<file path="src/rtl/int_to_fp_seq_pkg.sv">
// Shared constants and state encoding for the integer-to-float converter.
package int_to_fp_seq_pkg;

  localparam int INT_W  = 16;
  localparam int EXP_W  = 4;
  localparam int FRAC_W = 8;
  localparam int MAG_W  = INT_W - 1;

  // Saturation result used for the one operand whose magnitude does not fit.
  localparam logic [EXP_W-1:0]  EXP_MAX  = 4'd15;
  localparam logic [FRAC_W-1:0] FRAC_MAX = 8'hFF;
  localparam logic [INT_W-1:0]  INT_MIN  = 16'h8000;

  typedef enum logic [1:0] {
    IDLE = 2'd0,
    NORM = 2'd1,
    DONE = 2'd2
  } state_t;

endpackage

</file>
<file path="src/rtl/int_to_fp_seq.sv">
// Sequential 16-bit two's-complement integer to 13-bit float converter.
// Normalisation shifts the magnitude left one bit per clock until its
// top bit is set; the remaining low bits are truncated.
//
// Handshake: start is sampled only while ready = 1. ready drops the cycle
// after acceptance and returns the cycle after done_tick. done_tick is a
// one-cycle pulse, and sign/exp/frac/ovf are valid with it and hold until
// the next done_tick.
module int_to_fp_seq
  import int_to_fp_seq_pkg::*;
(
  input  logic              clk,
  input  logic              reset,
  input  logic              start,
  input  logic [INT_W-1:0]  int_in,
  output logic              ready,
  output logic              done_tick,
  output logic              sign,
  output logic [EXP_W-1:0]  exp,
  output logic [FRAC_W-1:0] frac,
  output logic              ovf
);

  state_t           state;
  logic [MAG_W-1:0] r;
  logic [EXP_W-1:0] e;
  logic             s;
  logic [INT_W-1:0] neg;
  logic [MAG_W-1:0] mag;

  // Absolute value of the operand; -32768 is handled separately.
  always_comb begin
    neg = '0;
    mag = '0;
    neg = INT_W'(0) - int_in;
    mag = int_in[INT_W-1] ? neg[MAG_W-1:0] : int_in[MAG_W-1:0];
  end

  // Control FSM plus shift/exponent datapath; all outputs registered.
  always_ff @(posedge clk or posedge reset) begin
    if (reset) begin
      state     <= IDLE;
      ready     <= 1'b1;
      done_tick <= 1'b0;
      sign      <= 1'b0;
      exp       <= '0;
      frac      <= '0;
      ovf       <= 1'b0;
      r         <= '0;
      e         <= '0;
      s         <= 1'b0;
    end else begin
      done_tick <= 1'b0;
      case (state)
        IDLE: begin
          if (start) begin
            s     <= int_in[INT_W-1];
            ready <= 1'b0;
            if (int_in == '0) begin
              sign      <= 1'b0;
              exp       <= '0;
              frac      <= '0;
              ovf       <= 1'b0;
              done_tick <= 1'b1;
              state     <= DONE;
            end else if (int_in == INT_MIN) begin
              sign      <= 1'b1;
              exp       <= EXP_MAX;
              frac      <= FRAC_MAX;
              ovf       <= 1'b1;
              done_tick <= 1'b1;
              state     <= DONE;
            end else begin
              r     <= mag;
              e     <= EXP_MAX;
              state <= NORM;
            end
          end
        end
        NORM: begin
          if (r[MAG_W-1]) begin
            sign      <= s;
            exp       <= e;
            frac      <= r[MAG_W-1 -: FRAC_W];
            ovf       <= 1'b0;
            done_tick <= 1'b1;
            state     <= DONE;
          end else begin
            // A nonzero magnitude reaches bit 14 before e reaches 0.
            r <= {r[MAG_W-2:0], 1'b0};
            e <= e - 1'b1;
          end
        end
        DONE: begin
          ready <= 1'b1;
          state <= IDLE;
        end
        default: begin
          ready <= 1'b1;
          state <= IDLE;
        end
      endcase
    end
  end

endmodule

</file>
<file path="config.mk">
export PLATFORM = sky130hd
export DESIGN_NAME = int_to_fp_seq
export DESIGN_NICKNAME = d
export VERILOG_FILES = /design/src/rtl/int_to_fp_seq_pkg.sv /design/src/rtl/int_to_fp_seq.sv
export SDC_FILE = /design/constraint.sdc
export NUM_CORES = 1
export LEC_CHECK = 0
export ABC_AREA = 1
export CAP_MARGIN = 5
export CELL_PAD_IN_SITES_DETAIL_PLACEMENT = 0
export CELL_PAD_IN_SITES_GLOBAL_PLACEMENT = 1
export CORE_ASPECT_RATIO = 1.75
export CORE_MARGIN = 4
export CORE_UTILIZATION = 39
export CTS_CLUSTER_DIAMETER = 150
export DETAILED_ROUTE_END_ITERATION = 6
export GPL_TIMING_DRIVEN = 0
export PLACE_DENSITY_LB_ADDON = 0.1
export SETUP_SLACK_MARGIN = 0.1
export SLEW_MARGIN = 20
export SYNTH_ARGS = -nofsm -noshare
export SYNTH_HDL_FRONTEND = slang
export SYNTH_SLANG_ARGS = --single-unit
</file>
<file path="constraint.sdc">
create_clock -name clk -period 1.5 [get_ports clk]
set_input_delay 0.3 -clock clk [delete_from_list [all_inputs] [get_ports clk]]
set_output_delay 0.3 -clock clk [all_outputs]
set_load 0.01 [all_outputs]
</file>
==> metrics, run 1 <==
Vias roughly 2,300; Fin Clk Skew between 0.007 and 0.008 ns; Netlist Area Pre-Place about 2400 µm²; Clock Sinks 38; Starting Density between 40% and 50%; I/O pin count 35; Clock Tree Buf Depth 2; RR Startpoint state[1]; syn_area_per_cell about 7 µm²; fin. max-slew vios 0; Max-Slew Margin vs Limit approximately 85%; DIE HEIGHT about 110 µm; register area share after synthesis 40.5%; Leakage 1.86 nW; Critical Path AT approximately 1.6 ns; Skew-Pair Late Insertion Delay 0.29 ns; Post-Layout Cell Count roughly 500; GRT overflow 0; vias per std cell 4.74; final hold vios 0; PortBufs 34; Syn Nets around 350; hold_buf cts 0; MaxCap Viol Count 0; GR Util met2 a little over a third; met3 Track Usage GR 2.23%; H-tree levels 2; CP max FO 8; most frequent cells in the layout nand2_1, dfrtp_1, nand3_1; WS Path Type reg -> reg; final setup vio count 0; mux cell area share after synthesis 0%; Mapped Cells between 300 and 400; Avg WL per Cell roughly 14 µm; Post-Synth XOR/XNOR Area 0%; Power Dens Cells roughly 2100 nW/µm²; area grow syn2layout 52.7%; outcome completed; final worst path period share between 90% and 100%; initial antenna violation count 0; largest net degree at the start of global routing 31; maximum vdd drop between 0.6 and 0.7 mV; vias in the first global route roughly 2,300; CTS buffer count 5; clock slew at reported path FFs ~0.070 ns; antenna-violating nets left 0; FF-to-FF End exp[2]; Cell Rows 37; met1 Use GR between 10% and 20%; ratio of cells with drive above 1 in the final layout between 30% and 40%; hold slack around 0.24 ns; Yosys cell types 35; busiest grt layer met2; full die area 7390 µm²; top cell family by delay on the critical path simple AND/OR/NAND/NOR gates; antenna cells 0; setup slack, reg-to-reg between 0.05 and 0.06 ns; post-synthesis compound-gate area fraction 7.23%; Synthesis Warnings 0; worst hold path class in -> async; cell with the largest stage delay on the worst path dfrtp_2; Adder-Cell Fraction of Synth Area around 1.1%; Worst setup EP type flop; Slew @ Worst Pin 0.223 ns; max incr delay on CP roughly 0.44 ns; post-synthesis simple-gate area fraction 41.8%; Die W 66.7 µm; Layout Nets 432; Routability Congestion between 0.7 and 0.8; WP data required 1.68 ns; 1st-pass router iterations 4; FF-to-FF path depth 8; achievable clock frequency between 600 and 700 MHz; hpwl dp 4610 µm; largest family of logic cells by synthesized area simple AND/OR/NAND/NOR gates; WP buf/inv 3; first-iteration detailed-routing DRC count 79; #FFs+latches synth 38; Routed Wire Length 6660 µm; Overall Global Routing Usage 18.9%; final setup TNS 0 ns; first-pass GRT wire length ~11,000 µm; placed cells around 450; CTS tree yes; post-layout min period 1.45 ns; most common cell after layout, fill and taps aside nand2_1; unrepaired setup endpoints after global routing yes; DRC 0; Cell Chain, Critical Path inv_2 -> nand2_4 -> clkinvlp_4 -> nand2_4 -> nand2_8 -> buf_6 -> nand2_1 -> nand2_1; Core Footprint a little under 6000 µm²; Setup crit start kind flop; clk root buf clkbuf_8
## report_power, final
group          total, W  leakage [nW]  switching [W]  internal, W
Clock          0.000659        0.0383       0.000338     0.000320
Sequential      0.00199         0.449       0.000415      0.00158
Combinational   0.00503          1.38        0.00258      0.00246
## synthesized netlist by cell type, drive strengths merged
| library cell | n | area share [%] |
|---|---|---|
| nor2 | 37 | 7.6 |
| clkinv | 1 | 0.16 |
| clkbuf | 3 | 0.48 |
| a21oi | 7 | 1.5 |
| nand4 | 7 | 3.1 |
| dfstp | 1 | 1.1 |
| nand3 | 36 | 8.1 |
| o21a | 1 | 0.32 |
| inv | 34 | 5.4 |
| or2 | 3 | 0.80 |
| a211oi | 1 | 0.32 |
| o31ai | 1 | 0.32 |
| ha | 2 | 1.1 |
| o211ai | 2 | 0.64 |
| nor3 | 1 | 0.21 |
| o21ai | 14 | 3.5 |
| buf | 9 | 3.4 |
| o21bai | 1 | 0.32 |
| a32oi | 1 | 0.37 |
| dfrtp | 37 | 39 |
| nand2 | 133 | 22 |
## cell type report
| type | count | area [µm²] |
|---|---|---|
| Fill cell | 567 | 2290 |
| Sequential cell | 38 | 956 |
| Multi-Input combinational cell | 247 | 1470 |
| Inverter | 35 | 141 |
| Tap cell | 78 | 97.6 |
| Timing Repair Buffer | 72 | 713 |
| Buffer | 12 | 135 |
| Clock buffer | 7 | 76.3 |
## flip-flops by register name (all words and copies together), names as in the netlist, 2 cells and up
register  flops
e             4
frac          8
state         2
r            15
exp           4
## worst register-to-register path, stage by stage (launching register included)
cell	delay (ns)
dfrtp_2	0.44
inv_2	0.06
nand2_4	0.10
clkinvlp_4	0.21
nand2_4	0.18
nand2_8	0.09
buf_6	0.15
nand2_1	0.06
nand2_1	0.04
## what timing repair did
action | 4_1_cts | 5_1_grt
cloned | 4 | 1
pin swaps | 26 | 24
resized for setup | 97 | 74
endpoints found under the setup margin | 52 | 36
setup buffers | 27 | 6
## cells by family (layout without fill, tap and decap cells)
kind of cell    after synthesis  count (layout)
flops                        38              38
compound gates               28              28
simple gates                217             217
fa+ha+maj                     2               2
buf+inv                      47             126
## how the worst max path moves through the flow
stage | startpoint | to | slack, ns | cells after the start
6_report | state[1] | exp[2] | 0.05 | 8
3_3_place_gp | reset | r[14] | -0.55 | 2
2_1_floorplan | int_in[1] | r[10] | 0.10 | 10
3_5_place_dp | int_in[0] | r[3] | -0.54 | 11
4_1_cts | state[1] | exp[2] | 0.05 | 8
5_1_grt | state[1] | frac[7] | -0.02 | 8
## per-stage QoR
step           setup WS (ns)  total power [W]  utilization (%)  instance area, µm²
6_report              0.0518          0.00768             61.1                3590
5_1_grt              -0.0201          0.00828             61.1                3590
4_1_cts               0.0491          0.00695             56.8                3340
3_5_place_dp          -0.537          0.00519             48.0                2820
3_3_place_gp          -0.554          0.00512             47.6                2800
2_1_floorplan          0.103          0.00408                -                2360
## metal layers
layer | part of all wire (%) | up-vias
li1 | - | 1206
met1 | 37 | 1056
met2 | 57 | 43
met3 | 2.8 | 11
met4 | 2.6 | 0
met5 | 0 | -
No activity file was read; power rests on OpenSTA's default activity.
==> inputs of run 2 (changes only) <==
Settings changed: CORE_ASPECT_RATIO 1.75 to 1.25, CTS_CLUSTER_DIAMETER 150 to 80.
==> run 2 against run 1 <==
Critical endpoint is now r[13]. Non-clock buffer count decreased by 4. Hold slack better by 0.022 ns. Setup slack gained 0.048 ns. Cell count decreased by 3.1%. Fmax up 3.4%. Register-to-register slack better by 0.05 ns. Largest power group unchanged. Clock skew increased by 0.0036 ns. Via count down 0.43%. Sequential share of layout area grew 1.6 points.
==> metrics, run 2 (synthesized netlist as in run 1, its figures left out) <==
Tot Pwr around 0.0067 W; RR Startpoint state[1]; hold_buf cts 0; Fin Clk Skew ~0.011 ns; cell with the largest stage delay on the worst path dfrtp_2; Starting Density between 40% and 50%; Worst Min Path Start int_in[0]; Layout Nets between 400 and 500; Cell Rows 31; outcome completed; full die area roughly 7300 µm²; initial antenna violation count 0; final hold vios 0; Die W a little under 80 µm; critical path launch point state[1]; vias in the first global route ~2,300; WP buf/inv 5; WP data required around 1.7 ns; vias per std cell between 4 and 5; PortBufs 34; Routability Congestion 0.774; Skew-Pair Late Insertion Delay 0.29 ns; Max-Slew Margin vs Limit a little under three quarters; Clock Sinks 38; I/O pin count 35; worst hold path class in -> reg; Leakage 1.79 nW; Core Footprint roughly 5800 µm²; antenna-violating nets left 0; achievable clock frequency 714 MHz; post-layout min period approximately 1.4 ns; ratio of cells with drive above 1 in the final layout a little under a third; Overall Global Routing Usage between 10% and 20%; Vias roughly 2,300; Slew @ Worst Pin 0.435 ns; Avg WL per Cell roughly 13 µm; most common cell after layout, fill and taps aside nand2_1; hold slack between 0.2 and 0.3 ns; pre-CTS setup slack -0.524 ns; top cell family by delay on the critical path flip-flops; DIE HEIGHT ~95 µm; fillcell total 574; max FFs per register 15; WS Path Type reg -> reg; MaxCap Viol Count 0; FF/Latch Area around 950 µm²; Biggest register r; final worst path period share about 93%; fin. max-slew vios 0; most used cell, CP inv_2; Critical Path AT 1.59 ns; Setup crit start kind flop; first-iteration detailed-routing DRC count 58; most frequent cells in the layout nand2_1, dfrtp_1, nand3_1; Routed Wire Length roughly 6300 µm; final setup vio count 0; hpwl dp 4560 µm; Cell Chain, Critical Path nor2_4 -> inv_2 -> nor2_4 -> inv_2 -> nand3_4 -> buf_6 -> buf_6 -> nand2_2 -> inv_2 -> nor2_1; area of the multi-input gates between 1000 and 1500 µm²; area grow syn2layout 43.6%; CP max FO 4; Worst setup EP type flop; 1st-pass router iterations 4; maximum vdd drop about 0.72 mV; CTS tree yes; Worst Setup Slack, final 0.0997 ns; Clock Tree Buf Depth 2; unrepaired setup endpoints after global routing yes; largest net degree at the start of global routing 21; clock slew at reported path FFs roughly 0.080 ns; final core utilization 58.0%; top flop regs r x15, frac x8; DRC 0; CTS buffer count 5; clk root buf clkbuf_8; GRT overflow 0; Power Dens Cells just under 2000 nW/µm²; first-pass GRT wire length between 10,000 and 15,000 µm; H-tree levels 2; max incr delay on CP roughly 0.45 ns; antenna cells 0
==> run 2: metrics by stage <==
stage	cells	area, µm²	TNS, ns
4_1_cts	467	3240	0
6_report	474	3380	0
5_1_grt	474	3380	0
2_1_floorplan	332	2360	0
3_5_place_dp	433	2810	-16.65
3_3_place_gp	432	2790	-37.43
==> run 2: report_power, final <==
group	internal [W]	switching, W	total, W
Sequential	0.00157	0.000336	0.00191
Clock	0.000320	0.000347	0.000668
Combinational	0.00192	0.00219	0.00410
==> run 2: path summary, 6_finish.rpt <==
path | cells past startpoint | to | slack [ns]
worst max-delay path | 10 | r[13] | 0.1
worst min-delay path | 3 | r[0] | 0.26
worst max register to register | 10 | r[13] | 0.1
worst min register to register | 2 | r[0] | 0.48
max in group asynchronous | 3 | ready | 0.65
min in group asynchronous | 2 | e[3] | 0.33
==> run 2: per-layer routing <==
layer / GRT usage, % / part of all wire (%) / vias to the layer above
met3: 2.77 / 2.7 / 6
met2: 35.1 / 54 / 37
met4: 5.34 / 1.0 / 0
met5: 0 / 0 / -
met1: 19.8 / 42 / 1060
li1: - / - / 1203
==> run 2: timing repair <==
| item | 4_1_cts | 5_1_grt |
|---|---|---|
| setup endpoints to repair | 52 | 34 |
| pin swaps | 20 | 23 |
| gates resized for setup | 92 | 45 |
| cloned | 4 | 1 |
| setup buffers | 23 | 7 |
==> run 2: worst min-delay path, delay by kind of cell <==
family,cells,cell delay (ns)
buf+inv,1,0.10
simple gates,2,0.13
==> run 2: layout make-up <==
cell class                 count  area share, %
buffer                        12           3.45
sequential                    38           28.3
tap                           66           2.45
timing repair inverter         1          0.222
timing repair buffer          68           18.9
clock buffer                   7           2.26
multi-input combinational    247           40.3
inverter                      35           4.15
==> inputs of run 3 (changes only) <==
Settings changed: PLACE_DENSITY set to 0.84, PLACE_DENSITY_LB_ADDON 0.1 to not set.
==> run 3 against run 2 <==
Via count up 0.74%. Hold slack improved by 0.039 ns. Highest routed layer unchanged. Sequential power about the same. The run now ends with negative setup slack left. Total power rose by 8.0%. First-iteration DRC count up 45%. Wire length down 1.0%. Clock skew fell by 0.0065 ns. Register-to-register slack got worse by 0.12 ns. Count of clock-buffer cells in the layout unchanged. Cell area up 1.3%.
==> metrics, run 3 (synthesized netlist as in run 1, its figures left out) <==
Critical Path AT about 1.7 ns; DIE HEIGHT 94.8 µm; Starting Density roughly two fifths; most frequent cells in the layout nand2_1, dfrtp_1, nand3_1; full die area ~7300 µm²; Post-Layout Cell Count 475; clock slew at reported path FFs 0.08 ns; Leakage about 1.8 nW; top flop regs r x15, frac x8; Fin Clk Skew 0.00486 ns; WP data required 1.69 ns; FF-to-FF path depth 10; vias in the first global route ~2,300; max incr delay on CP about 0.44 ns; antenna cells 0; first-iteration detailed-routing DRC count 84; hold slack between 0.3 and 0.4 ns; Power Dens Cells 2110 nW/µm²; Clock Sinks 38; 1st-pass router iterations 5; ratio of cells with drive above 1 in the final layout between 30% and 40%; Worst setup EP type flop; fin. max-slew vios 0; MaxCap Viol Count 0; Cell Rows 31; setup slack, reg-to-reg -0.02 ns; DRC 0; PortBufs 34; Layout Nets ~430; Vias 2,323; Clock Tree Buf Depth 2; hpwl dp 4320 µm; final hold vios 0; Avg WL per Cell between 10 and 15 µm; CTS tree yes; RR Startpoint state[1]; Cell Chain, Critical Path buf_6 -> nor2_4 -> buf_6 -> nand4_4 -> nand3_4 -> buf_4 -> inv_4 -> clkbuf_16 -> nand2_1 -> nand2_1; Routability Congestion approximately 0.79; Die W roughly 77 µm; maximum vdd drop between 0.7 and 0.8 mV; worst hold path class in -> async; placed cells 433; area grow syn2layout 45.4%; Placement Cell Area approximately 2800 µm²; first-pass GRT wire length between 10,000 and 15,000 µm; Skew-Pair Late Insertion Delay between 0.2 and 0.3 ns; max FFs per register 15; initial antenna violation count 0; Worst Setup Slack, final -0.0184 ns; Setup crit start kind flop; final worst path period share 101%; GRT overflow 0; final setup TNS -0.0287 ns; unrepaired setup endpoints after global routing yes; Routed Wire Length between 6000 and 7000 µm; violated checks negative setup slack; I/O pin count 35; CP max FO 5; pre-CTS setup slack -0.543 ns; CTS buffer count 5; largest net degree at the start of global routing 24; Slew @ Worst Pin approximately 0.37 ns; Core Footprint between 5000 and 6000 µm²; achievable clock frequency 659 MHz; post-layout min period approximately 1.5 ns; clk root buf clkbuf_8; FF-to-FF End r[12]; Overall Global Routing Usage between 10% and 20%; Max-Slew Margin vs Limit 75.4%; final setup vio count 2; most common cell after layout, fill and taps aside nand2_1; WS Path Type reg -> reg; Biggest register r; critical path launch point state[1]; antenna-violating nets left 0; outcome complete, but fails checks; fillcell total around 530; vias per std cell ~4.9; H-tree levels 2; post-route cell area 3420 µm²; cell with the largest stage delay on the worst path dfrtp_2
-- run 3: cell count changes in the layout (fill, tap and decap cells not counted), sizes merged --
cell	change
buf	-2
clkbuf	-1
clkdlybuf4s15	-2
clkdlybuf4s50	+1
clkinv	+1
dlygate4sd2	+6
dlymetal6s2s	-1
inv	-1
-- run 3: how the worst max path moves through the flow --
| stage | end | slack (ns) | cells past startpoint |
|---|---|---|---|
| 3_3_place_gp | exp[1] | -0.52 | 11 |
| 4_1_cts | frac[2] | 0.01 | 9 |
| 2_1_floorplan | r[10] | 0.10 | 10 |
| 6_report | r[12] | -0.02 | 10 |
| 3_5_place_dp | exp[1] | -0.54 | 11 |
| 5_1_grt | r[8] | -0.07 | 10 |
-- run 3: final cells by class --
type | instances | area, µm² | share of cell area [%]
Sequential cell | 38 | 955 | 27.9
Buffer | 12 | 124 | 3.62
Clock buffer | 7 | 86.3 | 2.52
Inverter | 35 | 141 | 4.13
Multi-Input combinational cell | 247 | 1380 | 40.3
Timing Repair Buffer | 69 | 647 | 18.9
Tap cell | 66 | 82.6 | 2.41
Clock inverter | 1 | 5.00 | 0.146
-- run 3: critical path: cells and delay by family, from the launching register on --
| kind | cells | cell delay (ns) |
|---|---|---|
| buffers and inverters | 5 | 0.58 |
| AND/OR/NAND/NOR | 5 | 0.41 |
| flip-flops | 1 | 0.44 |
-- run 3: timing repair --
item / 4_1_cts / 5_1_grt
resized for setup: 87 / 36
buffers inserted: 22 / 8
gates cloned: 4 / 2
setup endpoints to repair: 52 / 35
hold buffers: 0 / 0
pin swaps: 22 / 18
-- run 3: metal layers --
| layer | track usage [%] | wire length, µm | share of wire [%] | up-vias |
|---|---|---|---|---|
| li1 | - | - | - | 1207 |
| met2 | 34.1 | 3240 | 52 | 54 |
| met5 | 0 | 0 | 0 | - |
| met4 | 5.34 | 126 | 2.0 | 0 |
| met1 | 19.4 | 2670 | 43 | 1048 |
| met3 | 2.39 | 223 | 3.6 | 14 |
-- run 3: through the flow --
step	utilization [%]	total power, W
floorplan	-	0.00408
global placement	47.9	0.00510
detailed placement	48.4	0.00517
CTS	55.9	0.00681
global route	58.8	0.00781
finish	58.8	0.00722
-- run 3: report_power, final --
group | internal [W] | switching, W
Combinational | 0.00221 | 0.00234
Sequential | 0.00157 | 0.000361
Clock | 0.000371 | 0.000364
